==> src/rtl/router_rr_arbiter.sv <==
// Round-robin arbiter sharing one router input among p_ninputs val/rdy requesters.
// Optional per-requester saturating grant counters: define ROUTER_RR_ARBITER_GRANT_COUNT_EN.
module router_rr_arbiter #(
  parameter int p_nbits   = 32,
  parameter int p_ninputs = 4
) (
  input  logic                           clk,
  input  logic                           reset,
  input  logic [p_ninputs-1:0]           recv_val,
  input  logic [p_ninputs*p_nbits-1:0]   recv_msg,
  output logic [p_ninputs-1:0]           recv_rdy,
  output logic                           send_val,
  output logic [p_nbits-1:0]             send_msg,
  output logic [$clog2(p_ninputs)-1:0]   send_src,
  input  logic                           send_rdy
`ifdef ROUTER_RR_ARBITER_GRANT_COUNT_EN
  ,
  output logic [p_ninputs*16-1:0]        grant_count
`endif
);
  localparam int PW = $clog2(p_ninputs);

  logic               r_full;
  logic [p_nbits-1:0] r_msg;
  logic [PW-1:0]      r_src;
  logic [PW-1:0]      r_ptr;

  logic               w_can_accept;
  logic               w_any;
  logic [PW-1:0]      w_win_idx;
  logic [PW-1:0]      w_ptr_nxt;
  logic               w_xfer;

  // Held low during reset so no requester sees a handshake while state is clearing.
  assign w_can_accept = !reset && (!r_full || send_rdy);

  always_comb begin
    int idx;
    idx       = 0;
    w_any     = 1'b0;
    w_win_idx = '0;
    for (int k = 0; k < p_ninputs; k++) begin
      idx = int'(r_ptr) + k;
      if (idx >= p_ninputs) idx = idx - p_ninputs;
      if (!w_any && recv_val[idx]) begin
        w_any     = 1'b1;
        w_win_idx = PW'(idx);
      end
    end
  end

  always_comb begin
    recv_rdy = '0;
    if (w_any && w_can_accept) recv_rdy[w_win_idx] = 1'b1;
  end

  assign w_xfer    = w_any && w_can_accept;
  assign w_ptr_nxt = (int'(w_win_idx) == p_ninputs - 1) ? '0 : w_win_idx + 1'b1;

  always_ff @(posedge clk or posedge reset) begin
    if (reset) begin
      r_full <= 1'b0;
      r_msg  <= '0;
      r_src  <= '0;
      r_ptr  <= '0;
    end else if (w_xfer) begin
      r_full <= 1'b1;
      r_msg  <= recv_msg[int'(w_win_idx)*p_nbits +: p_nbits];
      r_src  <= w_win_idx;
      r_ptr  <= w_ptr_nxt;
    end else if (r_full && send_rdy) begin
      r_full <= 1'b0;
    end
  end

  assign send_val = r_full;
  assign send_msg = r_msg;
  assign send_src = r_src;

`ifdef ROUTER_RR_ARBITER_GRANT_COUNT_EN
  for (genvar g = 0; g < p_ninputs; g++) begin : g_cnt
    logic [15:0] r_cnt;
    always_ff @(posedge clk or posedge reset) begin
      if (reset)                                 r_cnt <= '0;
      else if (recv_rdy[g] && r_cnt != 16'hFFFF) r_cnt <= r_cnt + 16'd1;
    end
    assign grant_count[g*16 +: 16] = r_cnt;
  end
`endif
endmodule
==> config.mk <==
export PLATFORM = sky130hd
export DESIGN_NAME = router_rr_arbiter
export DESIGN_NICKNAME = d
export VERILOG_FILES = /design/src/rtl/router_rr_arbiter.sv
export SDC_FILE = /design/constraint.sdc
export NUM_CORES = 1
export LEC_CHECK = 0
export CAP_MARGIN = 20
export CORE_MARGIN = 2
export CORE_UTILIZATION = 37
export CTS_CLUSTER_SIZE = 30
export DETAILED_ROUTE_END_ITERATION = 10
export HOLD_SLACK_MARGIN = 0.12
export PLACE_DENSITY = 0.82
export SLEW_MARGIN = 5
export SYNTH_ARGS = -nofsm -noshare
export SYNTH_HDL_FRONTEND = slang
export SYNTH_SLANG_ARGS = --single-unit
export TNS_END_PERCENT = 100
==> constraint.sdc <==
create_clock -name clk -period 2.65 [get_ports clk]
set_input_delay 0.265 -clock clk [delete_from_list [all_inputs] [get_ports clk]]
set_output_delay 0.265 -clock clk [all_outputs]
set_load 0.05 [all_outputs]
==> results of run 1 <==
-- where the power goes --
group	switching (mW)	internal (mW)
sequential	0.177	0.802
combinational	1.48	1.07
clock	0.204	0.207
-- registers in the layout (all words and copies together) (netlist names) --
name / flops
send_val: 1
send_msg: 32
r_ptr: 2
send_src: 2
-- final timing paths --
check                      depth (start not counted)  slack (ns)           end        start
max in group asynchronous                          3        1.79  send_msg[21]        reset
min in group asynchronous                          3        0.50      send_val        reset
hold / removal                                     2        0.48   send_src[0]  send_src[0]
hold reg to reg                                    2        0.48   send_src[0]  send_src[0]
setup reg to reg                                   6        0.60   send_msg[0]     r_ptr[1]
setup / recovery                                   7        0.42   recv_rdy[1]     send_rdy
-- metal layers --
layer / part of all wire (%) / track usage, %
met5: 0 / 0
met3: 9.1 / 6.37
met4: 2.2 / 7.33
met2: 48 / 38.2
met1: 40 / 26.7
-- synth_stat cells, drive strengths merged --
| library cell | count | area share (%) |
|---|---|---|
| nor3b | 1 | 0.28 |
| o2bb2ai | 1 | 0.33 |
| nor2 | 2 | 0.28 |
| clkbuf | 1 | 0.28 |
| buf | 19 | 7.8 |
| inv | 36 | 5.1 |
| o221ai | 32 | 17 |
| nor4 | 1 | 0.23 |
| or3 | 1 | 0.23 |
| a22oi | 32 | 15 |
| mux2i | 33 | 12 |
| nand3b | 1 | 0.75 |
| nor2b | 1 | 0.23 |
| nor3 | 1 | 0.37 |
| a21oi | 3 | 0.56 |
| and3 | 1 | 0.23 |
| a22o | 1 | 0.33 |
| o21ai | 4 | 0.75 |
| and2 | 2 | 0.51 |
| nand2 | 10 | 1.5 |
| dfrtp | 37 | 35 |
| nand2b | 2 | 0.47 |
| o2bb2a | 1 | 0.37 |
| ha | 1 | 0.47 |
-- worst reg2reg max path, stage by stage, from the launching register on --
cell and delay [ns]:
dfrtp_1 0.48, mux2i_1 0.23, nor2_1 0.08, nor3_4 0.32, buf_4 0.40, mux2i_1 0.30, o221ai_2 0.11
-- final cells by class --
type	instances	area (um2)	area share (%)
timing repair buffer	184	1890	41.4
multi-input combinational	131	1410	30.8
sequential	37	926	20.3
inverter	36	139	3.04
tap	96	120	2.63
clock buffer	7	86.3	1.89
-- cells by family (layout without fill, tap and decap cells) --
group | Yosys count | after routing | share of synthesized area, %
fa+ha+maj | 1 | 1 | 0.468
simple gates | 23 | 23 | 5.10
flops | 37 | 37 | 34.6
compound gates | 74 | 74 | 34.3
buf+inv | 56 | 227 | 13.1
mux | 33 | 33 | 12.4
-- through the flow --
step / area [um2] / util (%) / total power [mW] / hold slack (ns)
floorplan: 2680 / - / 2.70 / 0.227
global placement: 4480 / 64.9 / 3.52 / 0.462
detailed placement: 4480 / 64.9 / 3.55 / 0.466
CTS: 4570 / 66.2 / 3.97 / 0.488
global route: 4570 / 66.2 / 4.13 / 0.508
finish: 4570 / 66.2 / 3.94 / 0.484
==> impl_metrics.tcl, run 1 <==
set metrics [dict create \
    grt_pass1_vias 2619 \
    ant_nets 0 \
    post_cts_resized 0 \
    crit_arrival_ns 1.97 \
    finalSetupViolations 0 \
    dpl.hpwl_um 6920 \
    syn_avg_cell_area_um2 11.9 \
    final_cell_mix "clkdlybuf4s50_1 (169), dfrtp_1 (37), inv_1 (35), mux2i_1 (33), o221ai_2 (29)" \
    rsz0062_at_grt "no" \
    slew_viol_final 0 \
    post_cts_buffers 0 \
    placed_cells 484 \
    power.leakage_nw 1.90 \
    area_growth_pct 70.9 \
    critPathLaunchType "primary input" \
    vias_per_cell 5.12 \
    ys_ff_latch 37 \
    drc 0 \
    status "finished clean" \
    grt_max_degree 38 \
    fin_crit_ns 2.23 \
    synth_cell_type_count 32 \
    hp-class "register to register" \
    fp.coreArea_um2 6910 \
    antenna_found_initial 0 \
    hold_buffers 0 \
    io_pins 174 \
    routabilityCongestion 0.807 \
    synthesis.nets 360 \
    dieArea_um2 7920 \
    fp.dieW_um 89.0 \
    yosysWarnings 0 \
    grt.overflow.total 0 \
    fin_setup_tns_ns 0 \
    drive_gt1_share_pct 21.8 \
    grt_pass1_wl_um 13300 \
    slowest_delay_ns 0.45 \
    powerDensity_nw_per_um2 862 \
    first_iter_violations 90 \
    critPathTopFamily "simple AND/OR/NAND/NOR gates" \
    skew_ns 0.00420 \
    fmax_ghz 0.448 \
    crit_type "primary input to output port" \
    critPathSlowestCell "clkdlybuf4s50_1" \
    cts.sinks 37 \
    track_usage_pct 22.2 \
    wl_per_cell_um 18.2 \
    crit_buf_inv 3 \
    fillers 559 \
    cts_buffer_depth 2 \
    std_cell_rows 30 \
    start_util_pct 38.7 \
    via_count 2514 \
    drv_cap 0 \
    relSlewSlack_pct 62.7 \
    wl_um 8950 \
    synth_cells 224 \
    portBuffers 173 \
    ctsHtreeMaxLevel 2 \
    final_common_cell "clkdlybuf4s50_1" \
    cts_tree "yes" \
    drt-pass1-iter-count 4 \
    fin_cells 491 \
    path_max_fanout 8 \
    crit_required_ns 2.38 \
    num_antenna_cells 0 \
    clk_latency_ns 0.29 \
    fin_nets 531 \
    ir_worst_vdd_uv 551 \
    worst_pin_slew_ns 0.557 \
    setup_ws_ns 0.416 \
    syn_area_um2 2670 \
    ys_seq_area_share_pct 34.6 \
    die_h_um 89.0 \
    clk_pin_slew_ns 0.07 \
    path_cells "clkdlybuf4s50_1, nand2b_1, and2_2, nor2b_1, nand3b_4, inv_1, buf_12" \
    hold_violations 0 \
    place_ws_ns 0.356 \
    root_buffer "clkbuf_8" \
    finalCritPeriodShare_pct 84.3 \
    cts_buffers 5 \
    cp-end-kind "output port" \
]
Note: power is estimated with default switching activity, not from simulation.
==> run 2, diff against run 1 <==
clock period = 2.2 ns   (was 2.65 ns; I/O delays follow)
==> run 2 against run 1 <==
  * Register-to-register slack worse by 0.21 ns
  * Sequential share of layout area down 0.30 points
  * Global-route usage up 0.054 points
  * Combinational power up 23%
  * Via count up 1.2%
  * Clock-buffer cell count unchanged
  * Cell count up 1.4%
  * Clock skew up 0.0024 ns
  * Total power up 22%
  * Critical path depth down 1
  * Critical path type is now register to output port
  * Largest cell class unchanged
  * Largest power group unchanged
  * Highest routed layer unchanged
==> impl_metrics.tcl, run 2 (synthesis gave the netlist of run 1 again) <==
set metrics [dict create \
    grt_pass1_wl_um 13400 \
    cts_buffer_depth 2 \
    via_count 2544 \
    largest_reg_flops 32 \
    powerDensity_nw_per_um2 1040 \
    skew_ns 0.00657 \
    cts_tree "yes" \
    fp.coreArea_um2 6910 \
    hold_end "send_val" \
    fmax_ghz 0.483 \
    crit_required_ns 1.98 \
    relSlewSlack_pct 61.4 \
    die_h_um 89.0 \
    p_seq_share_pct 24.5 \
    r2r_setup_slack_ns 0.39 \
    final_common_cell "clkdlybuf4s50_1" \
    fillers 559 \
    path_max_fanout 8 \
    ctsHtreeMaxLevel 2 \
    grt_max_degree 38 \
    cts_buffers 5 \
    grt_pass1_vias 2565 \
    io_pins 174 \
    netSwitchingPower_mw 2.27 \
    hold_violations 0 \
    grt.overflow.total 0 \
    power.leakage_nw 1.95 \
    clockPowerShare_pct 10.4 \
    worst_pin_slew_ns 0.577 \
    worst_hold_slack_ns 0.381 \
    cp-end-kind "output port" \
    hold_buffers 0 \
    whs_path_depth 3 \
    cts.sinks 37 \
    drv_cap 0 \
    final_cell_area_um2 4650 \
    drc 0 \
    swShare_pct 47.1 \
    portBuffers 173 \
    r2r-start "r_ptr[1]" \
    drive_gt1_share_pct 23.6 \
    wl_per_cell_um 18.4 \
    fin_crit_ns 2.07 \
    reg2reg_depth 7 \
    track_usage_pct 22.2 \
    dieArea_um2 7920 \
    critPathLaunchType "register" \
    first_iter_violations 70 \
    regArea_um2 927 \
    routabilityCongestion 0.789 \
    final_cell_mix "clkdlybuf4s50_1 (168), dfrtp_1 (36), inv_1 (35), mux2i_1 (33), o221ai_2 (29)" \
    clk_latency_ns 0.29 \
    antenna_found_initial 0 \
    rsz0062_at_grt "yes" \
    crit_type "register to output port" \
    rr_endpoint "send_msg[3]" \
    hp-class "primary input to register" \
    status "finished clean" \
    std_cell_rows 30 \
    ant_nets 0 \
    root_buffer "clkbuf_8" \
    p_int_mw 2.55 \
    fin_nets 538 \
    finalSetupViolations 0 \
    num_antenna_cells 0 \
    finalCritPeriodShare_pct 94.1 \
    fp.dieW_um 89.0 \
    crit_arrival_ns 1.85 \
    slew_viol_final 0 \
    comb_power_share_pct 65.0 \
    start_util_pct 38.7 \
    vias_per_cell 5.11 \
    area_growth_pct 73.7 \
    ir_worst_vdd_uv 487 \
    multiInputGateArea_um2 1410 \
    drt-pass1-iter-count 4 \
    worstHoldStart "recv_val[0]" \
    dpl.hpwl_um 7070 \
    wl_um 9170 \
    clk_pin_slew_ns 0.07 \
    dpl-instance-area_um2 4540 \
    power_mw 4.81 \
]
==> run 2: cell types whose count changed in the layout (fill, tap and decap cells not counted), sizes merged <==
cell | before | now
dlymetal6s2s | 0 | 1
buf | 15 | 22
clkdlybuf4s50 | 169 | 168
==> run 2: cell type report <==
| class | count | share of cell area, % |
|---|---|---|
| clock buffers | 7 | 1.86 |
| inverters | 36 | 2.99 |
| multi-input cells | 131 | 30.4 |
| flip-flops and latches | 37 | 20.0 |
| well taps | 96 | 2.59 |
| repair buffers | 191 | 42.3 |
==> run 2: routing by layer <==
layer | global-route usage (%) | share of wire, %
met1 | 27.2 | 40
met2 | 38.4 | 49
met4 | 8.01 | 2.7
met3 | 5.08 | 8.0
met5 | 0 | 0
==> run 2: power by group through the flow <==
| stage | clock [mW] | combinational, mW | sequential, mW |
|---|---|---|---|
| global route | 0.542 | 3.28 | 1.22 |
| floorplan | 0 | 1.14 | 2.12 |
| detailed placement | 0 | 3.12 | 1.19 |
| finish | 0.502 | 3.13 | 1.18 |
| CTS | 0.513 | 3.13 | 1.18 |
| global placement | 0 | 3.09 | 1.18 |
==> run 2: per-stage QoR <==
| stage | setup TNS (ns) | instances | utilization [%] | worst slack (ns) |
|---|---|---|---|---|
| 6_report | 0 | 498 | 67.3 | 0.131 |
| 5_1_grt | -0.00207 | 498 | 67.3 | -0.00207 |
| 2_1_floorplan | 0 | 224 | - | 0.0901 |
| 3_3_place_gp | 0 | 489 | 65.7 | 0.0956 |
| 3_5_place_dp | 0 | 489 | 65.7 | 0.0506 |
| 4_1_cts | 0 | 496 | 67.0 | 0.000406 |
==> run 2: worst max-delay path: stages (launching register included) <==
cell	delay (ns)
dfrtp_2	0.47
a21oi_1	0.15
o21ai_0	0.08
o2bb2a_1	0.31
nand2_2	0.21
nor2_2	0.19
buf_12	0.15
==> run 2: worst max-delay path by stage <==
stage | start | to | slack, ns | cells past startpoint
final | r_ptr[1] | recv_rdy[2] | 0.13 | 6
after detailed placement | recv_val[0] | send_msg[25] | 0.05 | 7
after CTS | r_ptr[1] | recv_rdy[3] | 0.0004 | 6
after floorplan | reset | recv_rdy[1] | 0.09 | 7
after global placement | recv_val[2] | send_msg[20] | 0.1 | 7
after global routing | r_ptr[1] | recv_rdy[2] | -0.002 | 6
==> run 2: timing repair <==
item	in CTS	in global routing
endpoints found under the setup margin	1	3
setup buffers	0	2
pin swaps	0	1
resized for setup	1	2
